## config.mk

```make
export PLATFORM = sky130hd
export DESIGN_NAME = add_feeder
export DESIGN_NICKNAME = d
export VERILOG_FILES = /design/src/rtl/add_feeder.sv
export SDC_FILE = /design/constraint.sdc
export NUM_CORES = 1
export LEC_CHECK = 0
export CORE_ASPECT_RATIO = 0.7
export CORE_UTILIZATION = 60
export CTS_CLUSTER_DIAMETER = 150
export DETAILED_ROUTE_END_ITERATION = 10
export DONT_BUFFER_PORTS = 1
export MAX_ROUTING_LAYER = met4
export PLACE_DENSITY = 0.76
export SETUP_SLACK_MARGIN = 0.2
export SYNTH_ARGS = -nofsm -noshare
export SYNTH_HDL_FRONTEND = slang
export SYNTH_SLANG_ARGS = --single-unit
```

## constraint.sdc

```tcl
create_clock -name clk -period 2.72 [get_ports clk]
set_clock_uncertainty 0.05 [all_clocks]
set_input_delay 0.408 -clock clk [delete_from_list [all_inputs] [get_ports clk]]
set_output_delay 0.408 -clock clk [all_outputs]
set_load 0.01 [all_outputs]
```

## src/rtl/add_feeder.sv

```systemverilog
// Operand feeder for the matched-operand accumulator: queues operands, issues only shadow-matching ones.
// Optional macro ADD_FEEDER_ZERO_DROP_EN: zero-valued pushes are discarded and counted as drops.
// state | meaning
// IDLE  | waiting for a queued operand with stall low
// ISSUE | head equals shadow; drive it onto add, then pop and advance shadow
// DROP  | head mismatches; pop and count it
module add_feeder #(
  parameter int W     = 2,
  parameter int DEPTH = 4,
  parameter int INIT  = 1
) (
  input  logic         clk,
  input  logic         reset,
  input  logic         in_valid,
  input  logic [W-1:0] in_data,
  output logic         in_ready,
  input  logic         stall,
  output logic [W-1:0] add,
  output logic [W-1:0] shadow,
  output logic [3:0]   drop_cnt,
  output logic         z_full,
  output logic         z_err
);
  localparam int AW = $clog2(DEPTH);
  localparam logic [AW:0]  FULL_CNT = (AW+1)'(DEPTH);
  localparam logic [W-1:0] INIT_V   = W'(INIT);

  localparam logic [1:0] IDLE  = 2'd0;
  localparam logic [1:0] ISSUE = 2'd1;
  localparam logic [1:0] DROP  = 2'd2;

  logic [1:0]    state, state_nxt;
  logic [W-1:0]  mem [DEPTH];
  logic [AW-1:0] wr_ptr, rd_ptr;
  logic [AW:0]   count;
  logic [W-1:0]  head;
  logic          push, wr, pop, zero_push;
  logic [1:0]    drop_inc;
  logic [4:0]    drop_sum;
  logic [3:0]    drop_nxt;

  assign z_full   = (count == FULL_CNT);
  assign in_ready = !z_full;
  assign push     = in_valid && in_ready;
  assign head     = mem[rd_ptr];
  assign pop      = (state == ISSUE) || (state == DROP);

`ifdef ADD_FEEDER_ZERO_DROP_EN
  assign zero_push = push && (in_data == '0);
`else
  assign zero_push = 1'b0;
`endif
  assign wr = push && !zero_push;

  // A zero push and a DROP in the same cycle both count.
  assign drop_inc = {1'b0, state == DROP} + {1'b0, zero_push};
  assign drop_sum = {1'b0, drop_cnt} + {3'b000, drop_inc};
  assign drop_nxt = (drop_sum > 5'd15) ? 4'd15 : drop_sum[3:0];

  always_comb begin
    state_nxt = IDLE;
    case (state)
      IDLE: begin
        state_nxt = IDLE;
        if (count != '0 && !stall)
          state_nxt = (head == shadow) ? ISSUE : DROP;
      end
      default: state_nxt = IDLE;
    endcase
  end

  // Outside ISSUE, add is the inverse of shadow so the accumulator never matches.
  assign add   = (state == ISSUE) ? head : ~shadow;
  assign z_err = ((state == ISSUE) && (add != shadow)) ||
                 ((state != ISSUE) && (add == shadow));

  always_ff @(posedge clk) begin
    if (wr) mem[wr_ptr] <= in_data;
  end

  always_ff @(posedge clk or negedge reset) begin
    if (!reset) begin
      state    <= IDLE;
      wr_ptr   <= '0;
      rd_ptr   <= '0;
      count    <= '0;
      shadow   <= INIT_V;
      drop_cnt <= 4'd0;
    end else begin
      state    <= state_nxt;
      drop_cnt <= drop_nxt;
      if (wr)  wr_ptr <= wr_ptr + 1'b1;
      if (pop) rd_ptr <= rd_ptr + 1'b1;
      case ({wr, pop})
        2'b10:   count <= count + 1'b1;
        2'b01:   count <= count - 1'b1;
        default: count <= count;
      endcase
      if (state == ISSUE) shadow <= shadow + head;
    end
  end
endmodule

```

After elaboration in Yosys (flattened, before gate mapping)
Memories as Yosys holds them, arrays and structs flattened.
Index checks and enable logic that the tools add are counted.
{ "totals": {"mem_bits_rw": 8, "word_cells": 43, "in_bits": 6, "output_inout_bits": 11, "mem_count": 1, "ff_bits": 15} }
{ "memory_table": {"columns": ["name", "depth", "word_bits", "read_ports", "rd_clocked_by_memory_dff", "wr", "line_no", "text"], "rows": [
  ["mem", 4, 2, 1, 0, 1, "33", "logic [W-1:0] mem [DEPTH];"]
]} }
{ "classes": {"n_bitwise": 1, "n_lt_le_gt_ge": 1, "mux": 8, "n_eq_ne": 9, "reduce_logical": 11, "add_sub_neg": 6} }
{ "op_table": {"columns": ["op", "count"], "rows": [
  ["2-to-1 mux 2 bit", 4],
  ["case mux 3 bit (2 select lines)", 1],
  ["adder 4 x 1 -> 5 bit", 1],
  ["greater-than comparator 5 x 4 -> 1 bit, second input constant", 1],
  ["adder 2 x 1 -> 2 bit, second input constant", 2],
  ["== test 2 x 1 -> 1 bit, second input constant", 2],
  ["== test 2 bit", 2],
  ["== test 2 bit, second input constant", 2],
  ["logical AND 1 bit", 4],
  ["2-to-1 mux 4 bit", 1],
  ["adder 3 x 1 -> 3 bit, second input constant", 1],
  ["== test 3 bit, second input constant", 1],
  ["nonzero test 3 bit", 1],
  ["subtractor 3 x 1 -> 3 bit, second input constant", 1],
  ["adder 2 bit", 1],
  ["zero test 1 bit", 2],
  ["zero test 2 bit", 1],
  ["logical OR 1 bit", 2],
  ["2-to-1 mux 1 bit", 2],
  ["inequality test 2 x 1 -> 1 bit, second input constant", 1],
  ["inequality test 2 bit", 1],
  ["NOT 2 bit", 1],
  ["nonzero test 2 bit", 1]
]} }

Longest topological paths before layout
{ "depth": {"word_depth": 5, "depth_mapped": 10, "ltp_nobuf": 10} }

Least setup slack after synthesis
OpenSTA, ideal clock, no wires.
{ "synth_path": {"kind": "flip-flop to flip-flop", "start": "reg count[0]", "end": "reg count[2]", "arrival_ns": 1.930, "setup_ns": 0.079, "synth_period_minus_slack_ns": 2.059, "path_stages_with_launch": 11, "path_slack_ns": 0.661, "path_buffers": 0, "required_time_ns": 2.591, "cell_sequence": "dfrtp_1 inv_1 nand3_1 and2_1 inv_1 ha_1 inv_1 fa_1 xor2_1 nor2_1 xor2_1"} }
{ "synth_via": {"elab_chain_len": 5, "word_cells_on_any_way": 9, "cone_classes": "add/sub (2); eq/ne (3); mux (1); reduce/logical (3)"} }
{ "synth_lines": {"columns": ["element", "line_no", "text"], "rows": [
  ["start: declaration", "35", "logic [AW:0] count;"],
  ["start signal: assignment", "95", "2'b10: count <= count + 1'b1;"],
  ["start signal: assignment", "96", "2'b01: count <= count - 1'b1;"],
  ["start signal: assignment", "97", "default: count <= count;"],
  ["== test 3 bit (*)", "42", "assign z_full = (count == FULL_CNT);"],
  ["zero test 1 bit (*)", "43", "assign in_ready = !z_full;"],
  ["via in_ready", "16", "output logic in_ready,"],
  ["logical AND 1 bit (*)", "44", "assign push = in_valid && in_ready;"],
  ["== test 2 x 1 -> 1 bit / == test 2 bit (equally long branches)", "94", "case ({wr, pop})"],
  ["case mux 3 bit (2 select lines) / nonzero test 2 bit (equally long branches)", null, null]
]} }
The timed path passes the listed nets; every way through them passes the cells marked *.
A chain may end at the register's enable or synchronous reset.

Worst setup path in the final report
{ "layout_path": {"start": "reg rd_ptr[0]", "end": "out z_err"} }
{ "layout_via": {"elab_chain_len": 5, "word_cells_on_any_way": 7, "cone_classes": "eq/ne (2); mux (1); reduce/logical (3); memory (1)"} }
{ "layout_lines": {"columns": ["element", "line_no", "text"], "rows": [
  ["start: declaration", "34", "logic [AW-1:0] wr_ptr, rd_ptr;"],
  ["start signal: assignment", "93", "if (pop) rd_ptr <= rd_ptr + 1'b1;"],
  ["memory (4 x 2 bit) (*)", null, null],
  ["2-to-1 mux 2 bit (*)", "73", "assign add = (state == ISSUE) ? head : ~shadow;"],
  ["inequality test 2 bit / == test 2 bit (equally long branches)", "74, 75", null],
  ["logical AND 1 bit (on tied branches)", "74, 75", null],
  ["logical OR 1 bit (*)", "74", "assign z_err = ((state == ISSUE) && (add != shadow)) ||"],
  ["end: declaration", "22", "output logic z_err"]
]} }
Every way passes the cells marked *; elsewhere a longest branch is shown, timed or not.

==> results by group <==
Worst setup path
  – Crit. path cell count: 3
  – Crit-path max cell delay: around 670 ps
  – Max Fanout on Critical Path: 4
  – Worst EP arrival: roughly 1900 ps
  – CP top delay family: multiplexers
  – FF-to-FF path depth: 10
  – CP Launch Type: register
  – Crit path max-delay cell type: mux4_1
  – Crit Path Class: reg2out
  – Worst path bufs/invs: 0
  – Cell Chain, Critical Path: mux4_1, xnor2_1, a21boi_1
  – CP Capture Type: primary output
  – Crit path required time: 2260 ps

CTS
  – Clock transition at path regs: 130 ps
  – # H-tree levels: 1
  – CTS sink count: 23
  – Skew-Pair Late Insertion Delay: ~320 ps
  – CTS tree: built
  – Num CTS Buffers: 3
  – CTS Buffer Depth: 2
  – Root Driver: clkbuf_4
  – Post-CTS Setup Repair Bufs: 0

Drt
  – Total detailed-routing wirelength: 1645 um
  – Vias per Instance: about 5.4
  – Routed Antenna Nets: 0
  – Iteration-0 DRC Markers: 7
  – DRT Pass-1 Iters: 4
  – Via Count: about 630
  – DRC: 0
  – WL/cell: 14.30 um

Power and ir drop
  – Worst ir drop on vdd: around 0.83 mV
  – Pwr per Cell Area: 1204 nW/um^2
  – Total power: approximately 1.4 mW
  – Leak: 0.5466 nW

Placed design
  – Final HPWL DP: 1302 um
  – GPL Wtd Cong: 0.6565
  – DP Area: 1166 sq um
  – Number of I/O port buffers: 0

Floorplan
  – Die height: 38.47 um
  – Width of the die: about 54 um
  – Initial core utilization: 67.78%
  – Row count: 12
  – Ports: 17
  – Area of the core: about 1700 sq um
  – Die Area: 2081 sq um

STA
  – Fmax: roughly 430 MHz
  – Min Tclk post-route: 2344 ps
  – Actual slew at the worst max-slew pin: 673.4 ps
  – Final critical-path share of the clock period: 86.18%
  – Final Slew Violations: 0
  – TNS Setup: 0 ps
  – Hold_ws: 135.3 ps
  – Final setup violation count: 0
  – Final hold viol count: 0
  – RSZ-0062 raised after global routing: no
  – Rel. slew slack: 54.96%

Finish
  – Post-Layout Inst Area: 1202 sq um
  – Layout net count: between 100 and 150
  – Antenna cells: 0
  – Area grow syn2layout: 5.488%
  – Layout fillers: ~120
  – Share of layout cells above drive strength 1: a little under a tenth

Run status
  – Outcome: finished, final reports clean

Yosys
  – Yosys warns: 0
  – Synthesized area: 1140 sq um
  – Leading area contributor after synthesis: dfrtp_1
  – Syn Nets: roughly 110
  – Synth area leaders: dfrtp_1, edfxtp_1, ha_1
  – Top-count cell post-synth: dfrtp_1
  – Syn Area/Cell: 12.81 sq um
  – Yosys cell types: 24
  – Sequential area share after synthesis: a little over half
  – Share of the synthesized area in the top cell type: 30.74%
  – Number of flops mapped to enable cells by yosys: 8
  – FFs w/ async S/R, synth: 65.22%
  – Synth Flop Type: dfrtp_1
  – Commonest cells post-synth: dfrtp_1, inv_1, ha_1
  – Cells after synthesis: 89
  – Post-synthesis register bit count: 23

Min path
  – Hold Path Stages: 0
  – HP Class: in2reg

Global routing
  – Initial antenna violation count: 0
  – Pin count of the biggest net entering global routing: 16
  – GRT Util Overall: 20.79%
  – Total grt overflow: 0
  – Vias in the first global route: 661
  – First-pass GRT wire length: roughly 2800 um

Run
  – Max Cap Viol: 0
-- worst paths after layout --
path / startpoint / end / slack [ps]
max in group asynchronous: reset / rd_ptr[1]$_DFFE_PN0N_ / 1680
min in group asynchronous: reset / drop_cnt[3]$_DFF_PN0_ / 500
setup reg to reg: count[0]$_DFFE_PN0P_ / count[2]$_DFFE_PN0P_ / 420
setup / recovery: rd_ptr[0]$_DFFE_PN0N_ / z_err / 380
hold / removal: in_data[0] / mem[3][0]$_DFFE_PP_ / 140
hold reg to reg: count[2]$_DFFE_PN0P_ / count[2]$_DFFE_PN0P_ / 470
-- routing by layer --
| layer | vias up | track usage [%] | share of wire (%) |
|---|---|---|---|
| li1 | 309 | - | - |
| met1 | 299 | 23.70 | 47 |
| met2 | 15 | 34.26 | 47 |
| met3 | 3 | 8.333 | 4.6 |
| met4 | 0 | 5.769 | 1.3 |
| met5 | - | - | 0 |
-- worst register-to-register path: cells and delay by family, from the launching register on --
kind,cells,cell delay (ps)
xor+xnor,2,300
fa+ha+maj,2,550
buf+inv,3,240
flops,1,430
simple gates,3,630
-- what timing repair did --
action	CTS	global route
endpoints found under the setup margin	0	1
hold buffers	1	0
resized for setup	0	1
hold endpoints to repair	15	0
-- kinds of logic after synthesis --
| kind of cell | count (synthesis) | share of synthesized area, % |
|---|---|---|
| AOI/OAI and AO/OA | 7 | 3.622 |
| xor gates and xnor gates | 10 | 8.342 |
| adders and majority gates | 12 | 13.83 |
| buffers and inverters | 12 | 3.951 |
| DFF | 23 | 54.12 |
| muxes | 4 | 6.257 |
| and+or+nand+nor | 21 | 9.879 |
-- per-stage QoR --
step                      setup slack [ps]  utilization, %  std cells
after global routing                 244.3           71.50        115
after CTS                            275.3           71.50        115
after global placement               563.2           69.35        110
after detailed placement             461.9           69.35        110
final                                375.9           71.50        115
after floorplan                      661.1               -         89
-- layout make-up --
type | count | area [sq um] | share of cell area, %
sequential | 23 | 616.8 | 51.30
multi-input combinational | 54 | 478.0 | 39.75
inverter | 12 | 45.04 | 3.746
clock buffer | 4 | 26.28 | 2.185
tap | 21 | 26.28 | 2.185
timing repair buffer | 1 | 10.01 | 0.8325
-- flip-flops by register name, summed over array words and instances (netlist names) --
signal / cells
drop_cnt: 4
wr_ptr: 2
state: 2
rd_ptr: 2
shadow: 2
mem: 8
count: 3
-- report_power, final --
part	internal [mW]	switching (mW)	total (mW)
Clock	0.0574	0.101	0.158
Combinational	0.299	0.332	0.631
Sequential	0.511	0.147	0.658
-- cell usage in the layout, fill, tap and decap left out, types with 2 or more instances in the layout --
master,netlist,routed
dfrtp_1,14,14
inv_1,12,12
ha_1,11,11
edfxtp_1,8,8
and3_1,5,5
nand2_1,5,5
xnor2_1,5,5
xor2_1,4,4
nor2_1,3,3
nand3_1,3,3
o21ai_0,3,3
clkbuf_4,0,3
nand2b_1,2,2
a21oi_1,2,2
mux2_2,2,2
Power figures use the tool's default switching activity.
